==> src/rtl/tank_pkg.sv <==
`default_nettype none
// ============================================================================
// Module   : tank_pkg
// Purpose  : Shared state/direction encodings and default keycodes for tank_motion.
// Revision : 1.0
// ============================================================================
package tank_pkg;

    typedef enum logic [1:0] {
        ST_ALIVE  = 2'd0,
        ST_DEAD   = 2'd1,
        ST_INVULN = 2'd2,
        ST_OVER   = 2'd3
    } tank_state_t;

    typedef enum logic [1:0] {
        DIR_LEFT  = 2'b00,
        DIR_RIGHT = 2'b01,
        DIR_DOWN  = 2'b10,
        DIR_UP    = 2'b11
    } tank_dir_t;

    localparam logic [7:0] c_key_left  = 8'd80;
    localparam logic [7:0] c_key_right = 8'd79;
    localparam logic [7:0] c_key_down  = 8'd81;
    localparam logic [7:0] c_key_up    = 8'd82;

    function automatic int unsigned max_u(input int unsigned a, input int unsigned b);
        return (a > b) ? a : b;
    endfunction

endpackage
`default_nettype wire

==> src/rtl/frame_countdown.sv <==
`default_nettype none
// ============================================================================
// Module   : frame_countdown
// Purpose  : Loadable down-counter shared by the respawn and immunity timers.
// Revision : 1.0
// ============================================================================
module frame_countdown #(
    parameter int WIDTH = 7
) (
    input  logic             clk_i,
    input  logic             rst_i,
    input  logic             load_i,
    input  logic [WIDTH-1:0] value_i,
    input  logic             enable_i,
    output logic             zero_o
);

    logic [WIDTH-1:0] count_q;

    always_ff @(posedge clk_i) begin
        if (rst_i) begin
            count_q <= '0;
        end else if (load_i) begin
            count_q <= value_i;
        end else if (enable_i && (count_q != '0)) begin
            count_q <= count_q - 1'b1;
        end
    end

    assign zero_o = (count_q == '0);

endmodule
`default_nettype wire

==> src/rtl/tank_motion.sv <==
`default_nettype none
// ============================================================================
// Module   : tank_motion
// Purpose  : Keyboard-driven tank position with lives, respawn and immunity FSM.
// Revision : 1.0
// ============================================================================
module tank_motion
    import tank_pkg::*;
#(
    parameter int unsigned X_CENTER       = 480,
    parameter int unsigned Y_CENTER       = 240,
    parameter int unsigned X_MIN          = 1,
    parameter int unsigned X_MAX          = 639,
    parameter int unsigned Y_MIN          = 1,
    parameter int unsigned Y_MAX          = 479,
    parameter int unsigned STEP           = 1,
    parameter int unsigned SIZE           = 8,
    parameter logic [7:0]  KEY_LEFT       = c_key_left,
    parameter logic [7:0]  KEY_RIGHT      = c_key_right,
    parameter logic [7:0]  KEY_DOWN       = c_key_down,
    parameter logic [7:0]  KEY_UP         = c_key_up,
    parameter int unsigned LIVES          = 3,
    parameter int unsigned RESPAWN_FRAMES = 60,
    parameter int unsigned INVULN_FRAMES  = 120
) (
    input  logic       frame_clk,
    input  logic       Reset,
    input  logic [7:0] keycode,
    input  logic       was_hit,
    input  logic [3:0] barrier_collision,
    output logic [9:0] BallX,
    output logic [9:0] BallY,
    output logic [9:0] BallS,
    output logic [1:0] direction,
    output logic       alive,
    output logic       invuln,
    output logic [2:0] lives,
    output logic       game_over
);

    localparam int CW = $clog2(max_u(RESPAWN_FRAMES, INVULN_FRAMES) + 1);

    localparam logic [10:0]   c_x_lo     = 11'(X_MIN + SIZE);
    localparam logic [10:0]   c_x_hi     = 11'(X_MAX - SIZE);
    localparam logic [10:0]   c_y_lo     = 11'(Y_MIN + SIZE);
    localparam logic [10:0]   c_y_hi     = 11'(Y_MAX - SIZE);
    localparam logic [10:0]   c_step     = 11'(STEP);
    localparam logic [9:0]    c_x_center = 10'(X_CENTER);
    localparam logic [9:0]    c_y_center = 10'(Y_CENTER);
    localparam logic [CW-1:0] c_respawn  = CW'(RESPAWN_FRAMES - 1);
    localparam logic [CW-1:0] c_immune   = CW'(INVULN_FRAMES - 1);

    // Extended to 11 bits so a small coordinate minus STEP cannot wrap.
    function automatic logic [9:0] sat_dec(input logic [9:0] v, input logic [10:0] lo);
        logic [10:0] v_ext;
        v_ext = {1'b0, v};
        if (v_ext < (lo + c_step)) return lo[9:0];
        return 10'(v_ext - c_step);
    endfunction

    function automatic logic [9:0] sat_inc(input logic [9:0] v, input logic [10:0] hi);
        logic [10:0] v_sum;
        v_sum = {1'b0, v} + c_step;
        if (v_sum > hi) return hi[9:0];
        return v_sum[9:0];
    endfunction

    tank_state_t state_q;
    tank_dir_t   dir_q,  dir_d;
    logic [9:0]  x_q,    x_d;
    logic [9:0]  y_q,    y_d;
    logic [2:0]  lives_q;

    logic          cd_load;
    logic [CW-1:0] cd_value;
    logic          cd_enable;
    logic          cd_zero;

    always_comb begin
        x_d   = x_q;
        y_d   = y_q;
        dir_d = dir_q;
        case (keycode)
            KEY_LEFT: begin
                dir_d = DIR_LEFT;
                if (!barrier_collision[1]) x_d = sat_dec(x_q, c_x_lo);
            end
            KEY_RIGHT: begin
                dir_d = DIR_RIGHT;
                if (!barrier_collision[0]) x_d = sat_inc(x_q, c_x_hi);
            end
            KEY_DOWN: begin
                dir_d = DIR_DOWN;
                if (!barrier_collision[2]) y_d = sat_inc(y_q, c_y_hi);
            end
            KEY_UP: begin
                dir_d = DIR_UP;
                if (!barrier_collision[3]) y_d = sat_dec(y_q, c_y_lo);
            end
            default: ;
        endcase
    end

    always_comb begin
        cd_load   = 1'b0;
        cd_value  = c_respawn;
        cd_enable = 1'b0;
        case (state_q)
            ST_ALIVE:  cd_load = was_hit;
            ST_DEAD: begin
                cd_load   = cd_zero;
                cd_value  = c_immune;
                cd_enable = 1'b1;
            end
            ST_INVULN: cd_enable = 1'b1;
            default: ;
        endcase
    end

    frame_countdown #(
        .WIDTH (CW)
    ) u_countdown (
        .clk_i    (frame_clk),
        .rst_i    (Reset),
        .load_i   (cd_load),
        .value_i  (cd_value),
        .enable_i (cd_enable),
        .zero_o   (cd_zero)
    );

    always_ff @(posedge frame_clk) begin
        if (Reset) begin
            state_q <= ST_ALIVE;
            x_q     <= c_x_center;
            y_q     <= c_y_center;
            dir_q   <= DIR_LEFT;
            lives_q <= 3'(LIVES);
        end else begin
            case (state_q)
                ST_ALIVE: begin
                    if (was_hit) begin
                        lives_q <= lives_q - 3'd1;
                        state_q <= (lives_q == 3'd1) ? ST_OVER : ST_DEAD;
                    end else begin
                        x_q   <= x_d;
                        y_q   <= y_d;
                        dir_q <= dir_d;
                    end
                end
                ST_DEAD: begin
                    if (cd_zero) begin
                        x_q     <= c_x_center;
                        y_q     <= c_y_center;
                        dir_q   <= DIR_LEFT;
                        state_q <= ST_INVULN;
                    end
                end
                ST_INVULN: begin
                    x_q   <= x_d;
                    y_q   <= y_d;
                    dir_q <= dir_d;
                    if (cd_zero) state_q <= ST_ALIVE;
                end
                default: ;
            endcase
        end
    end

    assign BallX     = x_q;
    assign BallY     = y_q;
    assign BallS     = 10'(SIZE);
    assign direction = dir_q;
    assign alive     = (state_q == ST_ALIVE) || (state_q == ST_INVULN);
    assign invuln    = (state_q == ST_INVULN);
    assign lives     = lives_q;
    assign game_over = (state_q == ST_OVER);

endmodule
`default_nettype wire

==> config.mk <==
export PLATFORM = sky130hd
export DESIGN_NAME = tank_motion
export DESIGN_NICKNAME = d
export VERILOG_FILES = /design/src/rtl/tank_pkg.sv /design/src/rtl/frame_countdown.sv /design/src/rtl/tank_motion.sv
export SDC_FILE = /design/constraint.sdc
export NUM_CORES = 1
export LEC_CHECK = 0
export ABC_AREA = 1
export ABC_CLOCK_PERIOD_IN_PS = 3700
export CAP_MARGIN = 30
export CELL_PAD_IN_SITES_DETAIL_PLACEMENT = 0
export CELL_PAD_IN_SITES_GLOBAL_PLACEMENT = 2
export CORE_ASPECT_RATIO = 0.9
export CORE_UTILIZATION = 31
export DETAILED_ROUTE_END_ITERATION = 16
export GPL_TIMING_DRIVEN = 1
export HOLD_SLACK_MARGIN = 0.02
export PLACE_DENSITY = 0.85
export SKIP_LAST_GASP = 1
export SYNTH_ARGS = -nofsm -noshare
export SYNTH_HDL_FRONTEND = slang
export SYNTH_SLANG_ARGS = --single-unit
==> constraint.sdc <==
create_clock -name frame_clk -period 3.7 [get_ports frame_clk]
set_clock_uncertainty 0.1 [all_clocks]
set_input_delay 0.74 -clock frame_clk [delete_from_list [all_inputs] [get_ports frame_clk]]
set_output_delay 0.74 -clock frame_clk [all_outputs]
set_load 0.005 [all_outputs]
Word-level counts from Yosys, hierarchy flattened
Cells that the tools add are included.
{"block": "classes", "n_mux": 45, "order_cmp": 4, "n_shift": 0, "multipliers": 0, "add_sub_neg": 6, "bitwise_logic": 0, "n_reduce_logical": 11, "eq_ne": 12, "div_mod_pow": 0}
{"cell": "$mux 10", "count": 16}
{"cell": "$pmux 10 s3", "count": 2}
{"cell": "$pmux 10 s2", "count": 2}
{"cell": "$eq 8x7->1 const B", "count": 4}
{"cell": "$add 10x1->11 const B", "count": 2}
{"cell": "$mux 7", "count": 3}
{"cell": "$lt 10x4->1 const B", "count": 2}
{"cell": "$sub 10x1->10 const B", "count": 2}
{"cell": "$mux 1", "count": 13}
{"cell": "$pmux 2 s3", "count": 2}
{"cell": "$gt 11x10->1 const B", "count": 1}
{"cell": "$gt 11x9->1 const B", "count": 1}
{"cell": "$mux 2", "count": 5}
{"cell": "$pmux 2 s4", "count": 1}
{"cell": "$logic_not 7->1", "count": 1}
{"cell": "$reduce_bool 7->1", "count": 1}
{"cell": "$sub 7x1->7 const B", "count": 1}
{"cell": "$ne 2x2->1 const B", "count": 3}
{"cell": "$eq 2x2->1 const B", "count": 2}
{"cell": "$reduce_and 4->1", "count": 1}
{"cell": "$eq 3x1->1 const B", "count": 1}
{"cell": "$reduce_and 3->1", "count": 1}
{"cell": "$reduce_bool 3->1", "count": 1}
{"cell": "$sub 3x1->3 const B", "count": 1}
{"cell": "other kinds (9)", "count": 9}
{"block": "totals", "in_bits": 15, "regBits": 34, "word_cells": 84, "latchBits": 0, "rom_bits": 0, "mem_bits_rw": 0, "memories": 0, "output_inout_bits": 38}

Logic depth before layout (Yosys ltp)
{"block": "logic_depth", "depth_word": 10, "depth_mapped": 16, "depth_no_buf": 16}

Hierarchy
Synthesis repeated with hierarchy kept, for this count alone.
{"block": "hier_totals", "cells_unflattened": 517, "hier_area_um2": 3103.0}
{"module": "tank_motion", "instances": 1, "area_per_inst_um2": 2572.5, "seq_area_each_um2": 540.5, "cells_each": 425}
{"module": "frame_countdown", "instances": 1, "area_per_inst_um2": 530.5, "seq_area_each_um2": 140.1, "cells_each": 92}

Worst setup path before layout
Ideal clock, no wire load.
{"block": "synth_timing", "kind": "input-to-reg", "startpoint": "input port keycode[5]", "endpoint": "register y_q[5], in the netlist BallY[5]", "path_stages": 10, "slack_ps": 1739, "setup_time_ps": 115, "path_buffers": 0, "required_ps": 3485, "t_arrival_ps": 1747, "path_cell_list": "inv_1 nand4_1 inv_1 nand2_2 nand2_2 nand3_1 a21oi_4 inv_2 a21oi_1 nand2_1"}
{"block": "synth_via", "elab_chain_len": 4, "elab_cells_between_ends": 5, "classes_between": "2 x eq/ne; 3 x mux"}
{"element": "start: declaration", "line_no": "tank_motion.sv:28", "source": "input logic [7:0] keycode,"}
{"element": "$eq 8x7->1", "line_no": "tank_motion.sv:83", "source": "case (keycode)"}
{"element": "$pmux 10 s2 *", "line_no": "tank_motion.sv:83"}
{"element": "$mux 10", "line_no": "tank_motion.sv:141", "source": "if (was_hit) begin"}
{"element": "$pmux 10 s3 *", "line_no": "tank_motion.sv:139", "source": "case (state_q)"}
{"element": "end signal: assignment", "line_no": "tank_motion.sv:135", "source": "y_q <= c_y_center;"}
{"element": "end signal: assignment", "line_no": "tank_motion.sv:146", "source": "y_q <= y_d;"}
{"element": "end signal: assignment", "line_no": "tank_motion.sv:153", "source": "y_q <= c_y_center;"}
{"element": "end: declaration", "line_no": "tank_motion.sv:71", "source": "logic [9:0] y_q, y_d;"}
Mark *: on every way between the ends. The rest lies on a longest branch, timed or not. The select of a mux whose other input is x is not followed.
A chain may end at the register's enable or synchronous reset.

Worst setup path after layout
{"block": "layout_timing", "startpoint": "register state_q[0]", "endpoint": "output port alive"}
{"block": "layout_via", "elab_chain_len": 2, "elab_cells_between_ends": 3, "classes_between": "1 x eq/ne; 2 x reduce/logical"}
{"element": "start: declaration", "line_no": "tank_motion.sv:68", "source": "tank_state_t state_q;"}
{"element": "start signal: assignment", "line_no": "tank_motion.sv:143", "source": "state_q <= (lives_q == 3'd1) ? ST_OVER : ST_DEAD;"}
{"element": "$eq 2x2->1 / $logic_not 2->1 (equally long branches)", "line_no": "tank_motion.sv:173", "source": "assign alive = (state_q == ST_ALIVE) || (state_q == ST_INVULN);"}
{"element": "$logic_or 1x1->1 *", "line_no": "tank_motion.sv:173"}
{"element": "end: declaration", "line_no": "tank_motion.sv:35", "source": "output logic alive,"}
Mark *: on every way between the ends. The rest lies on a longest branch, timed or not.

==> results.toml <==
[floorplan]
die-area_mm2 = 0.0101
fp.dieH_um = 95.6
fp.dieW_um = 106
pin_count = 53
coreArea_mm2 = 0.00929
initial_core_util = 0.325
num_rows = 33

[critical_path]
worstPathMaxFanout = 3
worst_r2r_path_depth = 10
startpoint_type = "flip-flop"
cp.required_ns = 2.86
endpoint_kind = "primary output"
criticalPathCategory = "flip-flop to primary output"
arrival_ns = 1.73

[status]
status = "finished, final reports clean"

[routing]
avgRoutedWirePerCell_um = 12.8
drt_iter0_markers = 192
ant_nets = 0
wl_mm = 8.19
vias = 3051
vias_per_cell = 4.77
drc = 0
dr.pass1.iters = 4

[grt]
grt_antenna_before_repair = 0
grt_pass1_wl_mm = 13.5
grt_pass1_vias = 2714
track_usage = 0.169
gr-total-overflow = 0
grt_max_degree = 16

[yosys]
yosys_warnings = 0
syn_area_mm2 = 0.00302
yosys-top-cells-area = "dfxtp_1, nand2_1, inv_1, a21oi_1, ha_1"
yosysMostFrequentCell = "nand2_1"
yosysTopAreaCell = "dfxtp_1"
synth_ff_type = "dfxtp_1"
yosysTopAreaCellShare = 0.225
syn_avg_cell_area_um2 = 6.32
async_flop_share = 0
synth_edf_count = 0
synthDistinctLibCells = 39
synth_seq_cells = 34
synth-seq-area-share = 0.225
synthTopCellsByCount = "nand2_1, inv_1, nor2_1"
synthCells = 478

[layout]
antenna_cells = 0
design_area_mm2 = 0.00357
layout.nets = 546
syn_to_final_growth_pct = 18.3
finish.utilization = 0.385
final_cells = 639
drive_above_1_share = 0.112

[clock_network]
ctsLongestPathBuffers = 2
cts_tree = "yes"
path_clk_slew_ns = 0.07
holdBufCountCts = 0
post-cts-setup-buffer-count = 0
clock-root-buffer = "clkbuf_8"
cts.repair.resized = 0
htreeDepth = 2
cts_buffers = 5
clock_latency_ns = 0.28
cts.sinks = 34

[timing]
finalMaxSlewViolations = 0
grt_setup_unrepaired = "no"
max_freq_ghz = 0.389
setup_viol = 0
worst_slew_pin_slew_ns = 0.691
relSlewSlack = 0.538
finalHoldViolations = 0
finalSetupTns_ns = 0
period_share = 0.695
min_period_ns = 2.57

[placement]
hpwlAfterDp_mm = 6.49
place.gp.congestion = 0.848
placed_area_mm2 = 0.00349
io_buffer_count = 42
dp_cells = 632

[worst_hold_path]
hp-class = "flip-flop to flip-flop"
holdPathStages = 2

[power]
powerDensity_mw_per_mm2 = 465
p_leak_uw = 0.00155
peakVddDrop_mv = 0.339

[flow_run]
drv_cap = 0
==> power by group <==
part / switching (µW) / internal (µW) / leakage, µW
clock network: 137 / 126 / 0.0000438
registers: 85.0 / 448 / 0.000278
logic: 528 / 338 / 0.00123
total: 750 / 913 / 0.00155
==> state kept, by name, indices dropped and copies added, names as in the netlist <==
register,flops
BallX,10
BallY,10
direction,2
lives,3
state_q,2
u_countdown.count_q,7
==> path summary, 6_finish.rpt <==
path                                        startpoint                     end  slack, ns
worst min-delay path            u_countdown.count_q[6]  u_countdown.count_q[6]       0.38
worst max-delay path                        state_q[0]                   alive       1.13
worst max register to register              state_q[1]                BallY[4]       1.39
worst min register to register  u_countdown.count_q[6]  u_countdown.count_q[6]       0.38
==> through the flow <==
step	total power (µW)	hold WS [ns]	worst slack, ns
after floorplan	1140	0.341	1.74
after global placement	1410	0.364	0.893
after detailed placement	1410	0.381	0.831
after CTS	1680	0.393	1.11
after global routing	1830	0.410	0.911
final	1660	0.384	1.13
==> worst max-delay path, stage by stage, from the launching register on <==
cell             delay [ns]
dfxtp_1                0.36
inv_1                  0.08
ha_1                   0.23
or2_2                  0.32
clkdlybuf4s50_1        0.46
==> cell type report <==
cell class                 instances  area, µm²
sequential                        34        681
timing repair buffer              44        435
fill                            1026       5720
inverter                          66        248
tap                              122        153
clock inverter                     2       10.0
multi-input combinational        366       1980
clock buffer                       5       68.8
==> metal layers <==
layer / routed length [µm] / GRT usage / part of all wire / up-vias
li1: - / - / - / 1597
met1: 4400 / 0.253 / 0.54 / 1387
met2: 3380 / 0.252 / 0.41 / 62
met3: 367 / 0.0280 / 0.045 / 5
met4: 45 / 0.0336 / 0.0055 / 0
met5: 0 / 0 / 0 / -
==> kinds of logic after synthesis <==
kind of cell / after synthesis / synth area share
other: 2 / 0.00249
XOR/XNOR: 13 / 0.0377
flip-flops: 34 / 0.225
buffers and inverters: 86 / 0.130
AO/OA/AOI/OAI: 83 / 0.155
adder cells (fa/ha/maj): 14 / 0.0580
AND/OR/NAND/NOR: 246 / 0.391
==> cells in the final DEF, fill, tap and decap left out, types with 5 or more instances in the layout <==
cell               n
nand2_1          112
inv_1             54
nor2_1            46
clkdlybuf4s50_1   42
a21oi_1           38
dfxtp_1           34
nand3_1           31
o21ai_0           25
ha_1              14
nand2_2           12
nand4_1           12
inv_2             11
conb_1            10
xor2_1             9
nor3_1             8
o21ai_1            6
nand3_2            5
clkbuf_8           5
No activity file was read; power rests on OpenSTA's default activity.
